[src/rtl/mulaw_pkg.sv]
// Shared types for the mu-law frame packer: codec config, FSM states and the
// packed FIFO word macro (MULAW_PACK_WORD_T).
`ifndef MULAW_PKG_SV
`define MULAW_PKG_SV

package mulaw_pkg;

    typedef struct packed {
        int unsigned P_ENCODED_DW;
        int unsigned P_DECODED_DW;
    } mu_law_t;

    localparam mu_law_t parameter_mu_law_g711_t = '{P_ENCODED_DW: 8, P_DECODED_DW: 14};

    typedef enum logic {
        S_IDLE,
        S_FILL
    } mulaw_pack_st_e;

endpackage

// Word type depends on the instantiating module's width, so it is stamped out per module.
`define MULAW_PACK_WORD_T(name, dw) \
    typedef struct packed { \
        logic            sof; \
        logic            eof; \
        logic [(dw)-1:0] data; \
    } name;

`endif

[src/rtl/mulaw_pack_fifo.sv]
// Single-clock show-ahead word FIFO with registered full/empty flags.
module mulaw_pack_fifo #(
    parameter int P_W     = 34,
    parameter int P_DEPTH = 8
) (
    input  logic           i_clk,
    input  logic           i_rst_n,
    input  logic           i_push,
    input  logic [P_W-1:0] i_dt,
    input  logic           i_pop,
    output logic [P_W-1:0] o_dt,
    output logic           o_full,
    output logic           o_empty
);

    localparam int         AW      = $clog2(P_DEPTH);
    localparam logic [AW:0] DEPTH_C = P_DEPTH[AW:0];
    localparam logic [AW:0] ONE_C   = 1;

    logic [P_W-1:0] mem [P_DEPTH];
    logic [AW-1:0]  wr_ptr;
    logic [AW-1:0]  rd_ptr;
    logic [AW:0]    count;
    logic [AW:0]    count_n;
    logic           wr_en;
    logic           rd_en;

    // A pop on a full FIFO frees the slot the same-cycle push lands in.
    assign rd_en = i_pop && !o_empty;
    assign wr_en = i_push && (!o_full || rd_en);
    assign o_dt  = mem[rd_ptr];

    // NOTE: always_comb assigns every output a default first so no path leaves it unassigned (no latch).
    always_comb begin
        count_n = count;
        if (wr_en && !rd_en)
            count_n = count + ONE_C;
        else if (!wr_en && rd_en)
            count_n = count - ONE_C;
    end

    always_ff @(posedge i_clk) begin
        if (!i_rst_n) begin
            wr_ptr  <= '0;
            rd_ptr  <= '0;
            count   <= '0;
            o_full  <= 1'b0;
            o_empty <= 1'b1;
        end else begin
            if (wr_en) wr_ptr <= wr_ptr + 1'b1;
            if (rd_en) rd_ptr <= rd_ptr + 1'b1;
            count   <= count_n;
            o_full  <= (count_n == DEPTH_C);
            o_empty <= (count_n == '0);
        end
    end

    // NOTE: storage is not reset; only pointers/flags are, and empty slots are never shown as valid.
    always_ff @(posedge i_clk) begin
        if (wr_en) mem[wr_ptr] <= i_dt;
    end

endmodule

[src/rtl/mulaw_frame_packer.sv]
// Packs strobed mu-law samples into framed words behind a FIFO; drops whole words on overflow.
// Optional MULAW_PACK_DROP_CNT_EN adds a saturating dropped-word counter port o_drop_cnt.
module mulaw_frame_packer
    import mulaw_pkg::*;
#(
    parameter mu_law_t cfg_t        = parameter_mu_law_g711_t,
    parameter int      P_SPW        = 4,
    parameter int      P_FRAME_WDS  = 40,
    parameter int      P_FIFO_DEPTH = 8,
    parameter logic [cfg_t.P_ENCODED_DW-1:0] P_IDLE_CODE = '1
) (
    input  logic                                  i_clk,
    input  logic                                  i_rst_n,
    input  logic [cfg_t.P_ENCODED_DW-1:0]         i_dt,
    input  logic                                  i_enable,
    input  logic                                  i_flush,
    output logic [P_SPW*cfg_t.P_ENCODED_DW-1:0]   o_dt,
    output logic                                  o_sof,
    output logic                                  o_eof,
    output logic                                  o_valid,
    input  logic                                  i_ready,
    output logic                                  o_ovf
`ifdef MULAW_PACK_DROP_CNT_EN
    ,output logic [15:0]                          o_drop_cnt
`endif
);

    localparam int SW = int'(cfg_t.P_ENCODED_DW);
    localparam int DW = P_SPW * SW;
    localparam int CW = $clog2(P_SPW) + 1;
    localparam int FW = $clog2(P_FRAME_WDS) + 1;

    `MULAW_PACK_WORD_T(pack_word_t, DW)

    logic [SW-1:0]  acc_q [P_SPW];
    logic [SW-1:0]  acc_n [P_SPW];
    logic [CW-1:0]  cnt_q, cnt_n, fill;
    logic [FW-1:0]  wcnt_q, wcnt_n;
    mulaw_pack_st_e st_q, st_n;
    pack_word_t     word, head;
    logic           push, pop, drop;
    logic           fifo_full, fifo_empty;

    always_comb begin
        acc_n  = acc_q;
        fill   = cnt_q;
        wcnt_n = wcnt_q;
        st_n   = st_q;
        push   = 1'b0;
        word   = '0;
        if (i_enable) begin
            for (int i = 0; i < P_SPW; i++)
                if (cnt_q == CW'(i)) acc_n[i] = i_dt;
            fill = cnt_q + CW'(1);
        end
        // Slot 0 sits in the MSBs; slots beyond the fill level carry the idle code.
        for (int i = 0; i < P_SPW; i++)
            word.data[(P_SPW-1-i)*SW +: SW] = (CW'(i) < fill) ? acc_n[i] : P_IDLE_CODE;
        word.sof = (st_q == S_IDLE);
        word.eof = i_flush || (wcnt_q == FW'(P_FRAME_WDS-1));
        if (fill == CW'(P_SPW) || (i_flush && (fill != '0 || st_q == S_FILL)))
            push = 1'b1;
        cnt_n = push ? '0 : fill;
        if (push) begin
            if (word.eof) begin
                wcnt_n = '0;
                st_n   = S_IDLE;
            end else begin
                wcnt_n = wcnt_q + FW'(1);
                st_n   = S_FILL;
            end
        end
    end

    always_ff @(posedge i_clk) begin
        if (!i_rst_n) begin
            cnt_q  <= '0;
            wcnt_q <= '0;
            st_q   <= S_IDLE;
            o_ovf  <= 1'b0;
        end else begin
            cnt_q  <= cnt_n;
            wcnt_q <= wcnt_n;
            st_q   <= st_n;
            if (drop) o_ovf <= 1'b1;
        end
    end

    always_ff @(posedge i_clk) begin
        acc_q <= acc_n;
    end

`ifdef MULAW_PACK_DROP_CNT_EN
    always_ff @(posedge i_clk) begin
        if (!i_rst_n)
            o_drop_cnt <= '0;
        else if (drop && o_drop_cnt != 16'hFFFF)
            o_drop_cnt <= o_drop_cnt + 16'd1;
    end
`endif

    assign pop  = o_valid && i_ready;
    assign drop = push && fifo_full && !pop;

    mulaw_pack_fifo #(
        .P_W     ($bits(pack_word_t)),
        .P_DEPTH (P_FIFO_DEPTH)
    ) u_fifo (
        .i_clk   (i_clk),
        .i_rst_n (i_rst_n),
        .i_push  (push),
        .i_dt    (word),
        .i_pop   (pop),
        .o_dt    (head),
        .o_full  (fifo_full),
        .o_empty (fifo_empty)
    );

    // Outputs read as zero whenever nothing is presented, including straight out of reset.
    assign o_valid = !fifo_empty;
    assign o_dt    = o_valid ? head.data : '0;
    assign o_sof   = o_valid && head.sof;
    assign o_eof   = o_valid && head.eof;

endmodule

[config.mk]
export PLATFORM = sky130hd
export DESIGN_NAME = mulaw_frame_packer
export DESIGN_NICKNAME = d
export VERILOG_FILES = /design/src/rtl/mulaw_pkg.sv /design/src/rtl/mulaw_pack_fifo.sv /design/src/rtl/mulaw_frame_packer.sv
export SDC_FILE = /design/constraint.sdc
export NUM_CORES = 1
export LEC_CHECK = 0
export ABC_AREA = 1
export CAP_MARGIN = 0
export CORE_MARGIN = 5
export CORE_UTILIZATION = 42
export CTS_CLUSTER_DIAMETER = 150
export DETAILED_ROUTE_END_ITERATION = 10
export PLACE_DENSITY_LB_ADDON = 0.05
export SLEW_MARGIN = 20
export SYNTH_ARGS = -nofsm -noshare
export SYNTH_HDL_FRONTEND = slang
export SYNTH_SLANG_ARGS = --single-unit
export TNS_END_PERCENT = 100
[constraint.sdc]
create_clock -name i_clk -period 4.7 [get_ports i_clk]
set_input_delay 0.94 -clock i_clk [delete_from_list [all_inputs] [get_ports i_clk]]
set_output_delay 0.94 -clock i_clk [all_outputs]
set_load 0.02 [all_outputs]
### Yosys cells after proc, flatten, opt, wreduce, memory -nomap -nowiden

Memories as Yosys holds them, arrays and structs flattened. A register that Yosys moved wholly into a read port is not among the register bits.
Cells that the tools add are included.

| word-level totals | value |
|---|---|
| register bits | 56 |
| bits in writable memories | 272 |
| bits of input ports | 13 |
| output and inout bits | 36 |
| logic and storage cells | 75 |
| memories | 1 |

Memory list:

| memory | words | width | rd ports | clocked after memory_dff | write ports | line | text |
|---|---|---|---|---|---|---|---|
| u_fifo.mem | 8 | 34 | 1 | 1 | 1 | mulaw_pack_fifo.sv:20 | `logic [P_W-1:0] mem [P_DEPTH];` |

| cells by class | value |
|---|---|
| $add $sub $neg | 6 |
| magnitude comparators | 4 |
| eq/ne operators | 6 |
| mux-type cells | 20 |
| bitwise operators | 2 |
| reductions and logical operators | 23 |

Operator list:

| operator | count |
|---|---|
| 32-bit two-way mux | 2 |
| 8-bit two-way mux | 8 |
| 1-bit logical AND | 10 |
| 3-bit by 1-bit adder with 3-bit output, second input constant | 3 |
| 3-bit two-way mux | 3 |
| 4-bit two-way mux | 2 |
| 7-bit by 1-bit adder with 7-bit output, second input constant | 1 |
| 7-bit by 6-bit equality test with 1-bit output, second input constant | 1 |
| 7-bit two-way mux | 1 |
| 3-bit by 2-bit equality test with 1-bit output, second input constant | 2 |
| 1-bit by 3-bit < comparator with 1-bit output, first input constant | 2 |
| 2-bit by 3-bit < comparator with 1-bit output, first input constant | 2 |
| 1-bit logical NOT | 5 |
| 4-bit by 1-bit adder with 4-bit output, second input constant | 1 |
| 4-bit equality test, second input constant | 1 |
| 4-bit logical NOT | 1 |
| 1-bit logical OR | 4 |
| 1-bit two-way mux | 4 |
| 4-bit by 1-bit subtractor with 4-bit output, second input constant | 1 |
| 3-bit by 1-bit equality test with 1-bit output, second input constant | 1 |
| 3-bit equality test, second input constant | 1 |
| 3-bit logical NOT | 1 |
| 3-bit nonzero test | 1 |
| 1-bit inverter | 2 |
| 2-bit OR reduction | 1 |

### Depth between registers and ports, before layout

Gate-level depths: netlist (run 1).

| depth | value |
|---|---|
| depth in word-level cells | 13 |
| depth in mapped cells | 15 |
| mapped depth without buffers | 15 |

### Hierarchy

From an unflattened synthesis (run 1), not the netlist that was laid out.

| second synthesis, totals | value |
|---|---|
| cells, all modules | 1202 |
| area total of the unflattened synthesis | 13462.9 um^2 |

Modules (own cells, without submodules):

| module | times used | cells each | area an instance (um^2) | sequential area each (um^2) |
|---|---|---|---|---|
| mulaw_pack_fifo | 1 | 875 | 11195.7 | 8468.1 |
| mulaw_frame_packer | 1 | 327 | 2267.2 | 880.8 |

### Least setup slack after synthesis (run 1)

OpenSTA, ideal clock, no wires.

| timing | value |
|---|---|
| path type | input to register |
| start point | input i_enable |
| end point | memory u_fifo.mem[0][0] (enable) |
| setup time | 0.425 ns |
| data arrival time | 3.248 ns |
| data required time | 4.275 ns |
| setup slack | 1.027 ns |
| stages | 9 |
| buffers on the path | 0 |
| path through | inv_2 -> nand2_1 -> o21ai_4 -> nand3_4 -> nand2_4 -> nand2_1 -> inv_1 -> nand2_1 -> nor2_1 |

| on the way | value |
|---|---|
| cells in the longest elaborated chain, start to end | 9 |
| elaborated cells on any way between the ends | 10 |
| classes of those cells | eq/ne (1); mux (4); reduce/logical (5) |

Ends and longest elaborated chain:

| what | line | text |
|---|---|---|
| from (decl) | mulaw_frame_packer.sv:15 | `input logic i_enable,` |
| 3-bit two-way mux (*) | mulaw_frame_packer.sv:51 | `if (i_enable) begin` |
| 3-bit nonzero test | mulaw_frame_packer.sv:61 | `if (fill == CW'(P_SPW) \|\| (i_flush && (fill != '0 \|\| st_q == S_FILL)))` |
| 1-bit logical OR | mulaw_frame_packer.sv:61 |  |
| 1-bit logical AND | mulaw_frame_packer.sv:61 |  |
| 1-bit logical OR (*) | mulaw_frame_packer.sv:61 |  |
| 1-bit two-way mux (*) | mulaw_frame_packer.sv:61 |  |
| 1-bit logical AND (*) | mulaw_pack_fifo.sv:30 | `assign wr_en = i_push && (!o_full \|\| rd_en);` |
| 1-bit two-way mux (*) | mulaw_pack_fifo.sv:60 | `if (wr_en) mem[wr_ptr] <= i_dt;` |
| 1-bit two-way mux (not written as such) (*) | mulaw_pack_fifo.sv:60 |  |
| to (decl) | mulaw_pack_fifo.sv:20 |  |

Every way passes the cells marked *; elsewhere a longest branch is shown, timed or not.

==> out/metrics.yaml, run 1 <==
worst_path_most_repeated_cell: "o21ai_0"
grt_pass1_vias: 8366
fin_tns_setup_ns: 0
status: "finished clean"
synth_nets: 1135
startpoint_type: "flip-flop"
ir_worst_vdd_uv: 252
ys_top_cells_by_area: "edfxtp_1, dfxtp_1, o21ai_0, nor2_1, nand2_1"
p_total_uw: 7510
fin_skew_ns: 0.0211
synth_warnings: 0
drtAntennaViolNets: 0
die-area_um2: 34800
grt_pass1_wl_mm: 50.7
first_pass_iters: 5
post_cts_buffers: 0
max_stage_delay_ns: 0.75
antennaDiodeCount: 0
holdBufCountCts: 0
gp_congestion: 0.752
antenna_found_initial: 1
drt_iter0_drc: 688
yosys.area.top_type_share_pct: 62.4
syn-mean-instance-area_um2: 11.8
viasPerCell: 5.33
grt.overflow.total: 0
critPathSlowestCell: "buf_4"
final_cell_mix: "edfxtp_1, nor2_1, o21ai_0"
seq_area_um2: 9350
rr_worst_depth: 8
cts.sinks: 331
p_per_area_nw_per_um2: 491
ctsResizeCount: 0
drt_wl_total_mm: 32.7
worstMarginPinSlew_ns: 1.09
start_util_pct: 42.7
nets: 1185
dpl.hpwl_mm: 19.2
drcViolationCount: 0
cts_made_buffers: 36
cts-root-buf: "clkbuf_16"
yosysUniqueCellTypes: 32
post-route-period-util_pct: 86.1
r2r-end: "u_fifo.mem[4][5]"
ys_seq_area_share_pct: 71.4
setup_viol: 0
min_period_ns: 4.04
crit_chain: "buf_4, o21ai_0, o22ai_1, o21ai_0, a31oi_1, clkdlybuf4s50_1"
area_delta_synth_final_pct: 16.7
wire_per_inst_um: 20.6
core_area_um2: 30700
rsz0062_at_grt: "false"
regToRegSetupSlack_ns: 1.27
die_h_um: 187
hold_class: "reg2reg"
slew_headroom_pct: 27.3
p_leak_uw: 0.00513
slew_violations: 0
vias: 8444
netlist.top_cell.by_area: "edfxtp_1"
clock.fmax_mhz: 247
drv_cap: 0
io_pins: 49
row_count: 64
yosys_most_used_dff: "edfxtp_1"
holdPathStages: 2
fillers: 2696
gr-usage-all-layers_pct: 18.5
h-tree-depth: 2
synth-edff-count: 272
dieWidth_um: 187
cts_buffer_depth: 3
critPathCapture: "o_dt[31]"
crit_path_end_kind: "output port"
r2r_start: "u_fifo.o_empty"
syn_inst: 1112
cts_tree: "built"
drive_above_1_share_pct: 9.92
synth-seq-cells: 331
grt_max_degree: 91
clk_latency_ns: 0.52
synthesis.area_um2: 13100
final_common_cell: "edfxtp_1"
hold_violations: 0
async_flop_share_pct: 0
critical_path_arrival_ns: 3.10
cp.required_ns: 3.76
place.port_buffers: 48
clk_pin_slew_ns: 0.06
crit_type: "reg2out"
critPathMaxFanout: 90
multiInputGateArea_um2: 3420
## per-stage QoR
| step | cell area (µm²) | setup WS (ns) | hold WS [ns] | cells | utilization [%] |
|---|---|---|---|---|---|
| 6_report | 15300 | 0.655 | 0.459 | 1585 | 49.8 |
| 5_1_grt | 15300 | 0.390 | 0.487 | 1585 | 49.8 |
| 4_1_cts | 15300 | 0.597 | 0.458 | 1585 | 49.8 |
| 3_5_place_dp | 14100 | 0.679 | 0.444 | 1520 | 46.1 |
| 3_3_place_gp | 14100 | 0.746 | 0.437 | 1520 | 46.1 |
| 2_1_floorplan | 13100 | 1.03 | 0.424 | 1112 | - |
## state kept, by name, indices dropped and copies added (netlist names), 3 cells and up, named ones only
register / flops
acc_q: 32
cnt_q: 3
u_fifo.count: 4
u_fifo.mem: 272
u_fifo.rd_ptr: 3
u_fifo.wr_ptr: 3
wcnt_q: 7
## report_power, final
part	switching (µW)	internal (µW)
sequential	46.8	3390
combinational	908	443
clock	1100	1620
total	2050	5450
## cell families (layout without fill, tap and decap cells)
| kind of cell | count (synthesis) | after routing | synth area share [%] |
|---|---|---|---|
| simple gates | 357 | 357 | 11.3 |
| xor+xnor | 9 | 9 | 0.602 |
| buf+inv | 100 | 177 | 2.94 |
| compound gates | 305 | 305 | 12.8 |
| flops | 331 | 331 | 71.4 |
| fa+ha+maj | 10 | 10 | 0.956 |
## worst min-delay path by stage
stage / slack [ns] / endpoint / startpoint
final: 0.46 / acc_q[9] / acc_q[9]
after global routing: 0.49 / acc_q[9] / acc_q[9]
after CTS: 0.46 / acc_q[12] / acc_q[12]
after detailed placement: 0.44 / acc_q[12] / acc_q[12]
after global placement: 0.44 / acc_q[0] / acc_q[0]
after floorplan: 0.42 / acc_q[10] / acc_q[10]
## cells in the mapped netlist (2+ instances only)
| library cell | instances |
|---|---|
| or2_2 | 16 |
| inv_2 | 2 |
| a21oi_1 | 6 |
| nand4_1 | 3 |
| inv_1 | 36 |
| nand3_4 | 3 |
| xor2_1 | 7 |
| xnor2_1 | 2 |
| nand2_2 | 4 |
| dfxtp_1 | 59 |
| nand3_1 | 16 |
| o21ai_0 | 207 |
| ha_1 | 10 |
| o21bai_1 | 8 |
| nor2_1 | 230 |
| edfxtp_1 | 272 |
| o22ai_1 | 37 |
| nor3_1 | 2 |
| buf_2 | 7 |
| o211ai_1 | 8 |
| buf_1 | 3 |
| nand2_1 | 81 |
| clkbuf_1 | 50 |
| a31oi_1 | 35 |
## area by class of cell
type                    instances  area share, %
repair buffers                 72           4.65
clock inverters                15          0.852
multi-input cells             681           22.4
inverters                      40          0.999
well taps                     396           3.24
clock buffers                  50           6.65
flip-flops and latches        331           61.2
## worst max-delay path, delay by kind of cell (launching register included)
family                 cells  cell delay, ns
DFF                        1            0.36
AOI/OAI and AO/OA          4            0.80
buffers and inverters      2            1.41
## per-layer routing
| metal | vias up | wire [µm] | GRT usage (%) |
|---|---|---|---|
| li1 | 4083 | - | - |
| met4 | 0 | 456 | 3.59 |
| met2 | 185 | 15500 | 30.8 |
| met1 | 4136 | 15300 | 26.2 |
| met3 | 40 | 1400 | 2.63 |
| met5 | - | 0 | 0 |
Power figures use the tool's default switching activity.
==> run 2: changes to the inputs <==
--- a/config.mk
+++ b/config.mk
@@ -8,12 +8,13 @@
 export ABC_AREA = 1
 export CAP_MARGIN = 0
 export CORE_MARGIN = 5
-export CORE_UTILIZATION = 42
+export CORE_UTILIZATION = 30
 export CTS_CLUSTER_DIAMETER = 150
 export DETAILED_ROUTE_END_ITERATION = 10
 export PLACE_DENSITY_LB_ADDON = 0.05
 export SLEW_MARGIN = 20
 export SYNTH_ARGS = -nofsm -noshare
 export SYNTH_HDL_FRONTEND = slang
+export SYNTH_HIERARCHICAL = 1
 export SYNTH_SLANG_ARGS = --single-unit
 export TNS_END_PERCENT = 100
==> run 2 against run 1 <==
Net effect:
- worst hold slack got worse by 0.0093 ns
- synthesized cell count increased by 8.1%
- critical path depth grew 3
- register-to-register slack better by 0.30 ns
- wire length grew 12%
- worst setup slack lost 0.22 ns
- total power is 0.31% lower
- non-clock buffer count grew 10
- maximum frequency decreased by 5.2%
- final cell count is 19% higher
- design area increased by 4.2%
- clock power up 5%
- largest cell class unchanged
==> out/metrics.yaml, run 2 <==
grt.overflow.total: 0  # unchanged
ir_worst_vdd_uv: 228  # -9.3%
holdBufCountCts: 0  # unchanged
post-route-period-util_pct: 90.8  # +4.7 points
r2r-end: "u_fifo/mem[7][21]"
worst_path_most_repeated_cell: "nor2_1"
clock_power_share_pct: 38.0  # +1.7 points
critPathSlowestCell: "clkdlybuf4s50_1"
row_count: 77  # +20%
rsz0062_at_grt: "false"
grt_use_met1_pct: 20.0  # -6.2 points
synth_warnings: 6  # +6
core_area_um2: 44300  # +45%
syn-mean-instance-area_um2: 11.2  # -4.9%
p_per_area_nw_per_um2: 470  # -4.3%
die-area_um2: 49200  # +41%
reg_top3: "u_fifo/mem: 272 flops, acc_q: 32 flops, wcnt_q: 7 flops"
p_sw_share_pct: 26.8  # -0.57 points
slew_violations: 0  # unchanged
status: "finished clean"
netlist.top_cell.by_area: "edfxtp_1"
drt_iter0_drc: 510  # -26%
grt.busiest_layer: "met2"
r2r_start: "cnt_q[0]"
gp_congestion: 0.739  # -1.7%
critical_path_arrival_ns: 3.33  # +0.23 ns
gr-usage-met2_pct: 25.0  # -5.7 points
fin_cells: 1891  # +19%
final_common_cell: "nor2_1"
placed_area_um2: 14700  # +4.1%
async_flop_share_pct: 0  # unchanged
syn_inst: 1202  # +8.1%
drtAntennaViolNets: 0  # unchanged
nets: 1289  # +8.8%
synth-seq-cells: 331  # unchanged
critPathMaxFanout: 52  # -42%
p_leak_uw: 0.00551  # +7.5%
finalInstanceArea_um2: 15900  # +4.2%
top_register: "u_fifo/mem"
ys_seq_area_share_pct: 69.4  # -2.0 points
switching_power_uw: 2010  # -2.4%
vias: 8748  # +3.6%
area_delta_synth_final_pct: 18.2
drv_cap: 0  # unchanged
rr_worst_depth: 12  # +4
intPower_uw: 5480  # +0.47%
setup_viol: 0  # unchanged
cp.required_ns: 3.76  # about the same
grt_pass1_vias: 8934  # +6.8%
drcViolationCount: 0  # unchanged
clock.fmax_mhz: 234  # -5.2%
ys_top_cells_by_area: "edfxtp_1, dfxtp_1, nor2_1, o21ai_0, nand2_1"
h-tree-depth: 2  # unchanged
yosys_most_used_dff: "edfxtp_1"
crit_chain: "inv_4, buf_4, nor2_1, o22ai_1, nor2_1, a31oi_1, inv_1, nor2_1, clkdlybuf4s50_1"
fin_skew_ns: 0.0126  # -0.00843 ns
holdPathStages: 2  # unchanged
min_period_ns: 4.27  # +0.222 ns
largest_reg_flops: 272  # unchanged
dpl.cell_count: 1816  # +19%
antenna_found_initial: 0  # -1
hold_class: "reg2reg"
min_to: "st_q"
cts-root-buf: "clkbuf_16"
max_stage_delay_ns: 0.63  # -0.12 ns
worstMarginPinSlew_ns: 0.993  # -0.0957 ns
synth_nets: 1225  # +7.9%
use_met3_pct: 2.20  # -0.44 points
clk_pin_slew_ns: 0.06  # about the same
cts_buffer_depth: 3  # unchanged
first_pass_iters: 4  # -1
drive_above_1_share_pct: 9.40  # -0.53 points
synth-edff-count: 272  # unchanged
dpl.hpwl_mm: 23.0  # +20%
cts.sinks: 331  # unchanged
clk_latency_ns: 0.54  # +0.02 ns
hold_start: "st_q"
hold_violations: 0  # unchanged
dieWidth_um: 222  # +19%
regToRegSetupSlack_ns: 1.57  # +0.30 ns
grt_pass1_wl_mm: 56.4  # +11%
post_cts_buffers: 0  # unchanged
crit_path_end_kind: "output port"
synthesis.area_um2: 13500  # +2.8%
start_util_pct: 30.4  # -12 points
place.port_buffers: 48  # unchanged
synth.most_common_cell: "nor2_1"
p_comb_share_pct: 15.2  # -2.8 points
io_pins: 49  # unchanged
cts_made_buffers: 40  # +11%
synth_common_cells: "nor2_1, edfxtp_1, o21ai_0"
wire_per_inst_um: 19.3  # -6.3%
gr-usage-all-layers_pct: 14.8  # -3.7 points
crit_type: "reg2out"
p_seq_share_pct: 46.8  # +1.1 points
viasPerCell: 4.63  # -13%
drt_wl_total_mm: 36.5  # +12%
yosys.area.top_type_share_pct: 60.7  # -1.7 points
grt_max_degree: 69  # -24%
die_h_um: 222  # +19%
slew_headroom_pct: 33.8  # +6.5 points
final_cell_mix: "nor2_1, edfxtp_1, o21ai_0"
cts_tree: "built"
ctsResizeCount: 0  # unchanged
fin_tns_setup_ns: 0  # unchanged
yosysUniqueCellTypes: 33  # +3.1%
startpoint_type: "flip-flop"
==> run 2: changes by cell type after synthesis, sizes merged, moves of 3 or more <==
cell / change
clkbuf: -18
o22ai: -3
o21bai: -8
buf: +18
o21ai: -34
a21oi: +6
nand3: +8
nand2: +5
nor2: +75
xor2: -3
inv: +42
o211ai: +8
==> run 2: cell families (layout without fill, tap and decap cells) <==
family | count (synthesis) | after routing | share of synthesized area (%)
simple gates | 444 | 444 | 13.4
flops | 331 | 331 | 69.4
compound gates | 271 | 271 | 11.2
buf+inv | 140 | 236 | 4.65
fa+ha+maj | 10 | 10 | 0.929
xor+xnor | 6 | 6 | 0.390
other cells | 0 | 1 | 0
==> run 2: worst max-delay path by stage <==
stage | from | endpoint | slack [ns]
after global placement | i_enable | u_fifo/mem[7][19] | 0.71
after CTS | flip-flop | o_dt[17] | 0.28
after floorplan | i_enable | u_fifo/mem[1][0] | 0.80
after detailed placement | i_enable | u_fifo/mem[7][16] | 0.69
after global routing | flip-flop | o_dt[12] | 0.15
final | flip-flop | o_dt[17] | 0.43
==> run 2: routing by layer <==
| metal | vias up | wire length (µm) |
|---|---|---|
| li1 | 4323 | - |
| met1 | 4279 | 17100 |
| met2 | 105 | 17700 |
| met3 | 41 | 992 |
| met4 | 0 | 681 |
| met5 | - | 0 |
==> run 2: cell type report <==
| cell class | instances | area, µm² |
|---|---|---|
| clock buffer | 69 | 1170 |
| antenna | 1 | 2.50 |
| clock inverter | 5 | 31.3 |
| multi-input combinational | 731 | 3550 |
| sequential | 331 | 9360 |
| fill | 4401 | 28400 |
| tap | 592 | 741 |
| timing repair buffer | 82 | 761 |
| inverter | 80 | 303 |
==> run 2: critical path: cells and delay by family, from the launching register on <==
family / cells / cell delay (ns)
DFF: 1 / 0.48
and+or+nand+nor: 3 / 0.27
buffers and inverters: 4 / 1.62
AOI/OAI and AO/OA: 2 / 0.36
==> run 2: stage by stage <==
stage	util [%]	total power [µW]	setup slack [ns]	hold WS, ns
floorplan	-	4240	0.802	0.419
global placement	33.2	4740	0.712	0.432
detailed placement	33.2	4740	0.686	0.440
CTS	35.9	7640	0.281	0.451
global route	35.9	7870	0.146	0.477
finish	35.9	7490	0.433	0.450
==> run 2: power by group through the flow <==
stage,sequential [µW],combinational (µW),clock (µW)
3_3_place_gp,3570,1170,0
2_1_floorplan,3510,729,0
3_5_place_dp,3570,1170,0
5_1_grt,3520,1280,3070
6_report,3500,1140,2850
4_1_cts,3510,1180,2960
